## src/rtl/lzc_word_feeder_if.sv

```systemverilog
// lzc_word_feeder_if: operand handshake from upstream plus the start/word stream toward the LZC
interface lzc_word_feeder_if #(
    parameter int width = 4,
    parameter int word = 8
);
    logic in_valid;
    logic in_ready;
    logic [width*word-1:0] in_data;
    logic hold;
    logic mode;
    logic ivalid;
    logic [width-1:0] data;
    logic busy;
    modport master (output in_valid, in_data, hold, input in_ready, mode, ivalid, data, busy);
    modport slave (input in_valid, in_data, hold, output in_ready, mode, ivalid, data, busy);
endinterface

```

## src/rtl/lzc_word_feeder.sv

```systemverilog
// lzc_word_feeder: double-buffers operands and streams each one MSB-word-first to the LZC
// after a one-cycle MODE start command.
module lzc_word_feeder #(
    parameter int width = 4,
    parameter int word = 8
) (
    input logic clk,
    input logic rst_n,
    lzc_word_feeder_if.slave bus
);
    localparam int n = width * word;
    localparam int cw = $clog2(word + 1);
    typedef enum logic [1:0] {IDLE, START, STREAM} state_t;
    state_t state;
    logic [n-1:0] act, pend;
    logic [cw-1:0] cnt;
    logic pend_v, done, take, hs;
    assign done = cnt == cw'(word);
    // PEND empties into ACTIVE on the same edge it may be refilled
    assign take = pend_v && (state == IDLE || (state == STREAM && done));
    assign bus.in_ready = !pend_v || take;
    assign hs = bus.in_valid && bus.in_ready;
    always_ff @(posedge clk or negedge rst_n) begin
        if (!rst_n) begin
            state <= IDLE;
            act <= '0;
            pend <= '0;
            pend_v <= 1'b0;
            cnt <= '0;
            bus.mode <= 1'b0;
            bus.ivalid <= 1'b0;
            bus.data <= '0;
            bus.busy <= 1'b0;
        end else begin
            if (hs) begin
                pend <= bus.in_data;
                pend_v <= 1'b1;
            end else if (take) begin
                pend_v <= 1'b0;
            end
            bus.mode <= 1'b0;
            bus.ivalid <= 1'b0;
            bus.data <= '0;
            if (take) begin
                act <= pend;
                cnt <= '0;
                bus.mode <= 1'b1;
                bus.busy <= 1'b1;
                state <= START;
            end else if (state == STREAM && done) begin
                bus.busy <= 1'b0;
                state <= IDLE;
            end else if (state != IDLE) begin
                // START always advances; HOLD only gates the word itself
                state <= STREAM;
                if (!bus.hold) begin
                    bus.ivalid <= 1'b1;
                    bus.data <= act[n-1 -: width];
                    act <= act << width;
                    cnt <= cnt + cw'(1);
                end
            end
        end
    end
endmodule

```

## src/flat_wrapper.sv

```systemverilog
// flat-port wrapper written by rule: the top's interface ports become plain ports
module lzc_word_feeder_flat 
#(
    parameter int width = 4,
    parameter int word = 8
)
  (clk, rst_n, bus_in_valid, bus_in_data, bus_hold, bus_in_ready, bus_mode, bus_ivalid, bus_data, bus_busy);
  lzc_word_feeder_if #(.width(width), .word(word)) bus_i ();
  input logic clk;
  input logic rst_n;
  input wire logic [$bits(bus_i.in_valid)-1:0] bus_in_valid;
  input wire logic [$bits(bus_i.in_data)-1:0] bus_in_data;
  input wire logic [$bits(bus_i.hold)-1:0] bus_hold;
  output wire logic [$bits(bus_i.in_ready)-1:0] bus_in_ready;
  output wire logic [$bits(bus_i.mode)-1:0] bus_mode;
  output wire logic [$bits(bus_i.ivalid)-1:0] bus_ivalid;
  output wire logic [$bits(bus_i.data)-1:0] bus_data;
  output wire logic [$bits(bus_i.busy)-1:0] bus_busy;
  assign bus_i.in_valid = bus_in_valid;
  assign bus_i.in_data = bus_in_data;
  assign bus_i.hold = bus_hold;
  assign bus_in_ready = bus_i.in_ready;
  assign bus_mode = bus_i.mode;
  assign bus_ivalid = bus_i.ivalid;
  assign bus_data = bus_i.data;
  assign bus_busy = bus_i.busy;
  lzc_word_feeder #(.width(width), .word(word)) u_core (.clk(clk), .rst_n(rst_n), .bus(bus_i));
endmodule
```

## config.mk

```make
export PLATFORM = sky130hd
export DESIGN_NAME = lzc_word_feeder_flat
export DESIGN_NICKNAME = d
export VERILOG_FILES = /design/src/rtl/lzc_word_feeder_if.sv /design/src/rtl/lzc_word_feeder.sv /design/src/flat_wrapper.sv
export SDC_FILE = /design/constraint.sdc
export NUM_CORES = 1
export LEC_CHECK = 0
export CAP_MARGIN = 10
export CORE_ASPECT_RATIO = 0.5
export CORE_MARGIN = 5
export CORE_UTILIZATION = 60
export CTS_CLUSTER_SIZE = 12
export DETAILED_ROUTE_END_ITERATION = 10
export MAX_ROUTING_LAYER = met4
export PLACE_DENSITY = 0.85
export SYNTH_ARGS = -nofsm -noshare
export SYNTH_HDL_FRONTEND = slang
export SYNTH_SLANG_ARGS = --single-unit
export TNS_END_PERCENT = 1
```

## constraint.sdc

```tcl
create_clock -name clk -period 5.7 [get_ports clk]
set_input_delay 0.57 -clock clk [delete_from_list [all_inputs] [get_ports clk]]
set_output_delay 0.57 -clock clk [all_outputs]
set_load 0.01 [all_outputs]
```

==> results of run 1 <==
[power by group through the flow]
stage	Sequential, mW	Clock, mW	Combinational, mW
3_3_place_gp	0.963	0	0.937
2_1_floorplan	0.930	0	0.796
4_1_cts	0.971	0.620	0.992
6_report	0.977	0.613	0.989
3_5_place_dp	0.976	0	0.985
5_1_grt	1.01	0.650	1.09
[area by class of cell]
| cell class | count | area [um^2] | area share, % |
|---|---|---|---|
| sequential | 78 | 1950 | 41.5 |
| timing repair buffer | 48 | 465 | 9.90 |
| clock inverter | 4 | 70.1 | 1.49 |
| multi-input combinational | 248 | 1820 | 38.7 |
| clock buffer | 11 | 253 | 5.38 |
| tap | 88 | 110 | 2.34 |
| inverter | 8 | 30.0 | 0.639 |
[per-layer routing]
metal  vias up  routed length, um  GRT usage, %
li1       1398                  -             -
met4         0                144          8.51
met3        20                454          5.85
met2        98               3710          31.9
met1      1446               3820          29.3
met5         -                  0             -
[worst register-to-register path: cells and delay by family (launching register included)]
family	cells	cell delay, ns
DFF	1	0.42
AOI/OAI and AO/OA	1	0.18
adders and majority gates	1	0.25
and+or+nand+nor	2	0.40
buffers and inverters	3	1.07
[worst paths after layout]
check | start | to | slack (ns) | cells after the start
setup / recovery | u_core.state[0]$_DFFE_PN0P_ | bus_in_ready | 2.74 | 3
hold / removal | rst_n | u_core.pend[8]$_DFFE_PN0P_ | 0.39 | 1
setup reg to reg | u_core.cnt[0]$_DFFE_PN0P_ | u_core.act[2]$_DFFE_PN0P_ | 3.22 | 7
hold reg to reg | u_core.pend[26]$_DFFE_PN0P_ | u_core.pend[26]$_DFFE_PN0P_ | 0.51 | 1
max in group asynchronous | rst_n | u_core.bus.data[0]$_DFF_PN0_ | 4.71 | 1
min in group clk | u_core.pend[26]$_DFFE_PN0P_ | u_core.pend[26]$_DFFE_PN0P_ | 0.51 | 1
[sequential cells by signal, summed over array words and instances (netlist names)]
register / count
u_core.pend_v: 1
u_core.state: 2
u_core.bus.data: 4
u_core.bus.mode: 1
u_core.pend: 32
u_core.cnt: 4
u_core.bus.busy: 1
u_core.act: 32
u_core.bus.ivalid: 1
[kinds of logic (layout without fill, tap and decap cells)]
group | Yosys count | count (layout) | synth area share, %
AOI/OAI and AO/OA | 47 | 47 | 10.3
adders and majority gates | 2 | 2 | 0.631
buffers and inverters | 45 | 71 | 5.27
DFF | 78 | 78 | 49.2
muxes | 32 | 32 | 11.9
and+or+nand+nor | 167 | 167 | 22.6
[synth_stat cells]
library cell / instances
dfrtp_1: 78
nand3_1: 59
nand4_1: 32
mux2_4: 30
nand2_1: 30
nand2b_1: 30
a22o_1: 28
clkbuf_1: 19
buf_2: 11
inv_1: 8
and3_1: 4
nor2_1: 4
o211ai_1: 4
o311ai_0: 4
buf_1: 3
buf_6: 3
a21oi_1: 2
ha_1: 2
mux2_2: 2
a211o_2: 1
a21boi_0: 1
a221o_1: 1
a31oi_1: 1
and2_1: 1
and3_2: 1
buf_4: 1
nand4b_1: 1
nand4bb_1: 1
nor3_1: 1
nor4_1: 1
nor4bb_1: 1
o21ai_0: 1
o21ba_2: 1
o221ai_1: 1
o22a_1: 1
o31ai_4: 1
or2_2: 1
[cells in the final DEF (no fill, tap or decap)]
cell	count
nor4bb_1	1
o21ai_0	1
nand4bb_4	1
nor3_1	1
a21boi_0	1
bufinv_16	2
o31ai_4	1
o22a_1	1
inv_1	8
dfrtp_1	78
nand2b_1	30
mux2_2	2
a31oi_1	1
clkdlybuf4s50_1	42
a22o_1	28
nand4b_1	1
nand3_1	59
ha_1	2
clkbuf_8	2
a21oi_1	2
clkinv_2	2
o311ai_0	4
and3_2	1
mux2_4	30
o221ai_1	1
nor4_1	1
o211ai_1	4
a221o_1	1
and2_1	1
a211o_2	1
buf_4	6
o21ba_2	1
or2_2	1
clkbuf_16	9
nor2_1	4
nand2_1	30
nand4_1	32
and3_1	4
==> impl_metrics.py, run 1 <==
metrics = {
    "synthesis": {
        "ys_warn_count": 0,
        "ys_ff_latch": 78,
        "synth_cells": 371,
        "syn_area_mm2": 0.00396,
        "yosysUniqueCellTypes": 37,
        "ys_seq_area_share_pct": 49.2,
        "synth_nets": 409,
        "synth_top_cell_by_area": "dfrtp_1",
        "avgSynthCellArea_um2": 10.7,
        "synth_area_leaders": "dfrtp_1 49%, mux2_4 11%, nand3_1 7.4%, a22o_1 6.2%, nand4_1 5.1%",
        "synth_top_area_share_pct": 49.2,
    },
    "min_path": {
        "hold_class": "in -> async",
    },
    "pwr": {
        "power.density_mw_per_mm2": 549,
        "power.internal_mw": 1.72,
        "p_seq_share_pct": 37.9,
        "power_leakage_nw": 2.15,
        "p_clk_share_pct": 23.8,
        "ir_drop_uv": 293,
        "pwr-share-comb_pct": 38.4,
        "p_total_mw": 2.58,
        "netSwitchingFraction_pct": 33.2,
        "power_switching_mw": 0.856,
    },
    "setup_path": {
        "crit_arrival_ns": 2.39,
        "crit_fanout": 65,
        "worstSetupPathType": "reg -> out",
        "critPathCaptureType": "primary output",
        "startpoint_type": "flip-flop",
        "critPathTopFamily": "simple AND/OR/NAND/NOR gates",
        "slowest_stage": "or2_2",
        "path_cells": "or2_2 -> nand3_1 -> clkdlybuf4s50_1",
        "timing.critical_path.buf_inv": 1,
        "slowest_delay_ns": 0.90,
        "cp.required_ns": 5.13,
    },
    "finish": {
        "fill_cells": 419,
        "n_antenna_cell": 0,
        "drive_above_1_share_pct": 14.9,
        "stdcell_area_mm2": 0.00470,
        "fin_nets": 431,
        "final_cell_count_no_fill": 485,
        "post-route-util_pct": 75.4,
        "area_delta_synth_final_pct": 18.6,
    },
    "clock_network": {
        "post_cts_buffers": 0,
        "clkTransAtPathRegs_ns": 0.05,
        "holdBufCountCts": 0,
        "root_buffer": "clkbuf_16",
        "cts_tree": "done",
        "clk_path_buf_depth": 2,
        "cts_inserted_buffers": 9,
        "cts_resized": 0,
        "cts-htree-levels": 3,
        "clk-insertion-delay-late_ns": 0.34,
        "tritoncts_num_sinks": 78,
    },
    "floorplanning": {
        "die_area_mm2": 0.00843,
        "ios": 44,
        "core_area_mm2": 0.00623,
        "die_h_um": 67.5,
        "core.rowCount": 20,
        "die_w_um": 125,
        "start_util_pct": 63.6,
    },
    "placed_design": {
        "dpl.hpwl_mm": 4.95,
        "place_area_mm2": 0.00438,
        "gp_congestion": 0.775,
        "place_inst": 470,
        "pre_cts_ws_ns": 3.10,
        "port_buffers": 43,
    },
    "run": {
        "drv_cap": 0,
    },
    "drt": {
        "wirelength_mm": 8.12,
        "avgViaCountPerCell": 6.11,
        "wl_per_cell_um": 16.7,
        "drc": 0,
        "dr.pass1.iters": 4,
        "vias": 2962,
        "ant_nets": 0,
        "drt_iter0_markers": 373,
    },
    "timing": {
        "slew_headroom_pct": 22.4,
        "rsz0062_at_grt": "no",
        "clock_skew_ns": 0.00801,
        "hold_viol": 0,
        "fin_crit_sh_pct": 52.0,
        "max_freq_mhz": 337,
        "setup_viol": 0,
        "tightest_slew_ns": 1.16,
        "hold-worst-slack_ns": 0.390,
        "finalSetupTns_ns": 0,
        "setup_ws_ns": 2.74,
        "slew_viol_final": 0,
        "period_minus_slack_ns": 2.96,
    },
    "status": {
        "status": "complete, no violations",
    },
    "global_routing": {
        "grt_use_total_pct": 21.8,
        "grt_pass1_vias": 2810,
        "overflow": 0,
        "grt_max_degree": 98,
        "grt_pass1_wl_mm": 14.1,
        "antenna_found_initial": 0,
    },
}
Power figures use the tool's default switching activity.
==> run 2: changes to the inputs <==
- CORE_UTILIZATION: 60 -> 51
- PLACE_DENSITY: 0.85 -> 0.77
- clock period: 5.7 -> 2.5 ns (I/O delays scaled with it)
==> run 2 against run 1 <==
- register-to-register slack got worse by 2.8 ns
- routed wire length rose by 7.8%
- global-route usage fell by 2.4 points
- power rose by 130%
- highest routed layer unchanged
- critical path depth rose by 2
- sequential cell count did not move
- critical path type unchanged
- hold slack got worse by 0.32 ns
- largest power group unchanged
- critical endpoint unchanged
==> impl_metrics.py, run 2 (same netlist as run 1, synthesis figures left out) <==
metrics = {
    "status": {
        "status": "complete, no violations",
    },
    "global_routing": {
        "grt_pass1_vias": 3021,
        "grt_pass1_wl_mm": 14.9,
        "grt_use_total_pct": 19.4,
        "grt_max_degree": 79,
        "overflow": 0,
        "antenna_found_initial": 0,
    },
    "setup_path": {
        "startpoint": "u_core.cnt[0]$_DFFE_PN0P_",
        "crit_path_end": "bus_in_ready",
        "worst-r2r-setup-slack_ns": 0.43,
        "path_cells": "inv_1 -> ha_1 -> nand4bb_4 -> nand3_1 -> clkdlybuf4s50_1",
        "slowest_stage": "clkdlybuf4s50_1",
        "r2r_start": "u_core.cnt[0]$_DFFE_PN0P_",
        "cp.required_ns": 2.25,
        "r2r_cells": 7,
        "worstSetupPathType": "reg -> out",
        "critPathTopFamily": "buffers and inverters",
        "crit_arrival_ns": 1.96,
        "crit_fanout": 6,
        "worst-path-stages": 5,
        "critPathCaptureType": "primary output",
        "timing.critical_path.buf_inv": 2,
        "r2r-end": "u_core.pend[1]$_DFFE_PN0P_",
        "startpoint_type": "flip-flop",
        "slowest_delay_ns": 0.57,
    },
    "drt": {
        "drt_iter0_markers": 334,
        "drc": 0,
        "vias": 3089,
        "avgViaCountPerCell": 6.18,
        "ant_nets": 0,
        "dr.pass1.iters": 7,
        "wirelength_mm": 8.75,
        "wl_per_cell_um": 17.5,
    },
    "pwr": {
        "netSwitchingFraction_pct": 34.5,
        "p_clk_share_pct": 22.4,
        "power.internal_mw": 3.86,
        "ir_drop_uv": 556,
        "power_leakage_nw": 2.18,
        "pwr-share-comb_pct": 39.8,
        "power_switching_mw": 2.03,
        "p_total_mw": 5.89,
        "p_seq_share_pct": 37.9,
        "power.density_mw_per_mm2": 1240,
    },
    "timing": {
        "setup_viol": 0,
        "hold-worst-slack_ns": 0.0735,
        "rsz0062_at_grt": "no",
        "clock_skew_ns": 0.00468,
        "setup_ws_ns": 0.292,
        "slew_headroom_pct": 34.8,
        "finalSetupTns_ns": 0,
        "slew_viol_final": 0,
        "max_freq_mhz": 453,
        "hold_viol": 0,
        "tightest_slew_ns": 0.978,
        "period_minus_slack_ns": 2.21,
        "fin_crit_sh_pct": 88.3,
    },
    "clock_network": {
        "post_cts_buffers": 0,
        "tritoncts_num_sinks": 78,
        "cts_resized": 0,
        "clkTransAtPathRegs_ns": 0.06,
        "clk_path_buf_depth": 2,
        "holdBufCountCts": 0,
        "clk-insertion-delay-late_ns": 0.32,
        "cts_inserted_buffers": 9,
        "root_buffer": "clkbuf_16",
        "cts_tree": "done",
        "cts-htree-levels": 3,
    },
    "finish": {
        "mostFrequentLayoutCells": "78 x dfrtp_1, 59 x nand3_1, 42 x clkdlybuf4s50_1",
        "fin_nets": 437,
        "final_common_cell": "dfrtp_1",
        "top_regs": "u_core.act x32, u_core.pend x32",
        "area_delta_synth_final_pct": 19.9,
        "n_antenna_cell": 0,
        "final_cell_count_no_fill": 500,
        "post-route-util_pct": 63.9,
        "stdcell_area_mm2": 0.00475,
        "drive_above_1_share_pct": 16.3,
    },
    "placed_design": {
        "pre_cts_ws_ns": 0.455,
        "gp_congestion": 0.885,
        "dpl.hpwl_mm": 5.41,
        "place_area_mm2": 0.00444,
        "port_buffers": 43,
        "place_inst": 484,
    },
    "floorplanning": {
        "core.rowCount": 22,
        "die_w_um": 135,
        "core_area_mm2": 0.00743,
        "die_area_mm2": 0.00974,
        "die_h_um": 72.3,
        "ios": 44,
        "start_util_pct": 53.3,
    },
    "run": {
        "drv_cap": 0,
    },
    "min_path": {
        "hold_class": "in -> async",
    },
}
==> run 2: layout make-up <==
type                    count  area (um^2)
fillers                   572         2680
clock buffers              10          239
flip-flops and latches     78         1950
well taps                  96          120
clock inverters             6         68.8
repair buffers             54          523
inverters                   8         30.0
multi-input cells         248         1820
==> run 2: how the worst min path moves through the flow <==
stage                     startpoint                           to  slack [ns]  cells past startpoint
after global routing           rst_n   u_core.act[10]$_DFFE_PN0P_        0.16                      1
final                          rst_n   u_core.act[10]$_DFFE_PN0P_        0.07                      1
after CTS                      rst_n  u_core.pend[10]$_DFFE_PN0P_        0.12                      1
after global placement         rst_n  u_core.pend[12]$_DFFE_PN0P_        0.45                      1
after detailed placement       rst_n  u_core.pend[10]$_DFFE_PN0P_        0.46                      1
after floorplan                rst_n    u_core.act[0]$_DFFE_PN0P_       -0.05                      0
==> run 2: per-layer routing <==
layer,wire [um],vias to the layer above,track usage [%],part of all wire (%)
met4,152,0,6.88,1.7
met3,443,19,4.02,5.1
met5,0,-,-,0
met2,4050,122,29.4,46
met1,4110,1535,26.1,47
li1,-,1413,-,-
==> run 2: power groups by stage <==
stage / clock (mW) / combinational, mW / sequential (mW)
floorplan: 0 / 1.81 / 2.12
global placement: 0 / 2.20 / 2.20
detailed placement: 0 / 2.32 / 2.23
CTS: 1.34 / 2.34 / 2.22
global route: 1.41 / 2.55 / 2.30
finish: 1.32 / 2.34 / 2.23
==> run 3: changes to the inputs <==
- CORE_UTILIZATION: 51 -> 60
- PLACE_DENSITY: 0.77 -> not set
- PLACE_DENSITY_LB_ADDON: not set -> 0.3
- SKIP_CTS_REPAIR_TIMING: not set -> 1
- clock period: 2.5 -> 2.7 ns (I/O delays scaled with it)
==> run 3 against run 2 <==
- final cell count is 2.6% lower
- sequential cell count stayed put
- worst setup slack gained 0.064 ns
- register-to-register slack hardly changed
- clock-buffer cell count rose by 1
- first-iteration DRC count increased by 0.60%
- largest cell class unchanged
- highest routed layer unchanged
==> impl_metrics.py, run 3 (same netlist as run 1, synthesis figures left out) <==
metrics = {
    "floorplanning": {
        "die_w_um": 125,
        "die_area_mm2": 0.00843,
        "die_h_um": 67.5,
        "core_area_mm2": 0.00623,
        "start_util_pct": 63.6,
        "ios": 44,
        "core.rowCount": 20,
    },
    "pwr": {
        "power.internal_mw": 3.45,
        "power_leakage_nw": 2.14,
        "p_seq_share_pct": 39.2,
        "netSwitchingFraction_pct": 34.9,
        "power.density_mw_per_mm2": 1140,
        "pwr-share-comb_pct": 39.6,
        "ir_drop_uv": 582,
        "power_switching_mw": 1.85,
        "p_clk_share_pct": 21.2,
    },
    "timing": {
        "finalSetupTns_ns": 0,
        "slew_viol_final": 0,
        "hold-worst-slack_ns": 0.0703,
        "slew_headroom_pct": 36.4,
        "hold_viol": 0,
        "setup_viol": 0,
        "period_minus_slack_ns": 2.34,
        "fin_crit_sh_pct": 86.8,
        "max_freq_mhz": 427,
        "rsz0062_at_grt": "no",
        "clock_skew_ns": 0.00575,
        "tightest_slew_ns": 0.954,
    },
    "finish": {
        "top_regs": "u_core.act x32, u_core.pend x32",
        "final_cell_count_no_fill": 487,
        "drive_above_1_share_pct": 15.3,
        "post-route-util_pct": 74.9,
        "final_common_cell": "dfrtp_1",
        "area_delta_synth_final_pct": 17.7,
        "fin_nets": 433,
        "n_antenna_cell": 0,
        "mostFrequentLayoutCells": "78 x dfrtp_1, 59 x nand3_1, 42 x clkdlybuf4s50_1",
        "fill_cells": 439,
    },
    "placed_design": {
        "gp_congestion": 0.826,
        "place_inst": 472,
        "port_buffers": 43,
        "dpl.hpwl_mm": 5.32,
    },
    "clock_network": {
        "cts_inserted_buffers": 9,
        "clk-insertion-delay-late_ns": 0.34,
        "clk_path_buf_depth": 2,
        "root_buffer": "clkbuf_16",
        "clkTransAtPathRegs_ns": 0.06,
        "cts_tree": "done",
        "cts-htree-levels": 3,
        "tritoncts_num_sinks": 78,
    },
    "setup_path": {
        "crit_arrival_ns": 2.07,
        "cp.required_ns": 2.43,
        "r2r_cells": 7,
        "crit_fanout": 15,
        "worstSetupPathType": "reg -> out",
        "critPathCaptureType": "primary output",
        "startpoint_type": "flip-flop",
    },
    "drt": {
        "drc": 0,
        "wl_per_cell_um": 18.1,
        "ant_nets": 0,
        "drt_iter0_markers": 336,
        "avgViaCountPerCell": 6.25,
        "dr.pass1.iters": 5,
        "wirelength_mm": 8.83,
        "vias": 3044,
    },
    "global_routing": {
        "grt_use_total_pct": 23.2,
        "overflow": 0,
        "grt_util_met3_pct": 7.27,
        "globalRouteMet2Util_pct": 35.6,
        "grt_use_met1_pct": 30.6,
        "grt_max_degree": 79,
        "busiest_layer": "met2",
        "grt_pass1_vias": 2978,
        "antenna_found_initial": 0,
        "grt_pass1_wl_mm": 14.9,
    },
    "min_path": {
        "hold_class": "in -> async",
    },
    "run": {
        "drv_cap": 0,
    },
    "status": {
        "status": "complete, no violations",
    },
}
[run 3: path summary, 6_finish.rpt]
| kind | to | start | slack, ns |
|---|---|---|---|
| setup / recovery | bus_in_ready | u_core.cnt[0]$_DFFE_PN0P_ | 0.36 |
| hold / removal | u_core.state[1]$_DFFE_PN0P_ | rst_n | 0.07 |
| setup reg to reg | u_core.pend[1]$_DFFE_PN0P_ | u_core.cnt[0]$_DFFE_PN0P_ | 0.44 |
| hold reg to reg | u_core.pend[18]$_DFFE_PN0P_ | u_core.pend[18]$_DFFE_PN0P_ | 0.51 |
| max in group asynchronous | u_core.act[15]$_DFFE_PN0P_ | rst_n | 2.00 |
| min in group clk | u_core.pend[18]$_DFFE_PN0P_ | u_core.pend[18]$_DFFE_PN0P_ | 0.51 |
[run 3: through the flow]
stage | power [mW] | setup WS, ns | instance area (um^2)
final | 5.31 | 0.356 | 4670
after global routing | 5.64 | 0.252 | 4670
after CTS | 5.32 | 0.358 | 4670
after detailed placement | 4.17 | 0.438 | 4390
after global placement | 4.04 | 0.522 | 4390
after floorplan | 3.64 | 0.871 | 3960
[run 3: layer usage]
metal  share of wire [%]  vias up
met5                   0        -
met4                 1.1        0
met3                 6.7       13
met2                  46      115
met1                  46     1518
li1                    -     1398
[run 3: cell type report]
type | count | area, um^2 | area share, %
Multi-Input combinational cell | 248 | 1820 | 39.0
Timing Repair Buffer | 50 | 480 | 10.3
Tap cell | 88 | 110 | 2.36
Clock buffer | 11 | 253 | 5.42
Sequential cell | 78 | 1950 | 41.8
Clock inverter | 4 | 22.5 | 0.483
Inverter | 8 | 30.0 | 0.643
[run 3: worst max-delay path, stage by stage (launching register included)]
cell	delay [ns]
dfrtp_1	0.43
inv_1	0.08
ha_1	0.21
nand4bb_4	0.26
nand3_1	0.20
clkdlybuf4s50_1	0.55
[run 3: power by group through the flow]
stage          Combinational [mW]  Sequential (mW)  Clock [mW]
6_report                     2.10             2.08        1.12
5_1_grt                      2.30             2.14        1.19
4_1_cts                      2.11             2.07        1.14
3_5_place_dp                 2.10             2.07           0
3_3_place_gp                 1.99             2.04           0
2_1_floorplan                1.68             1.96           0
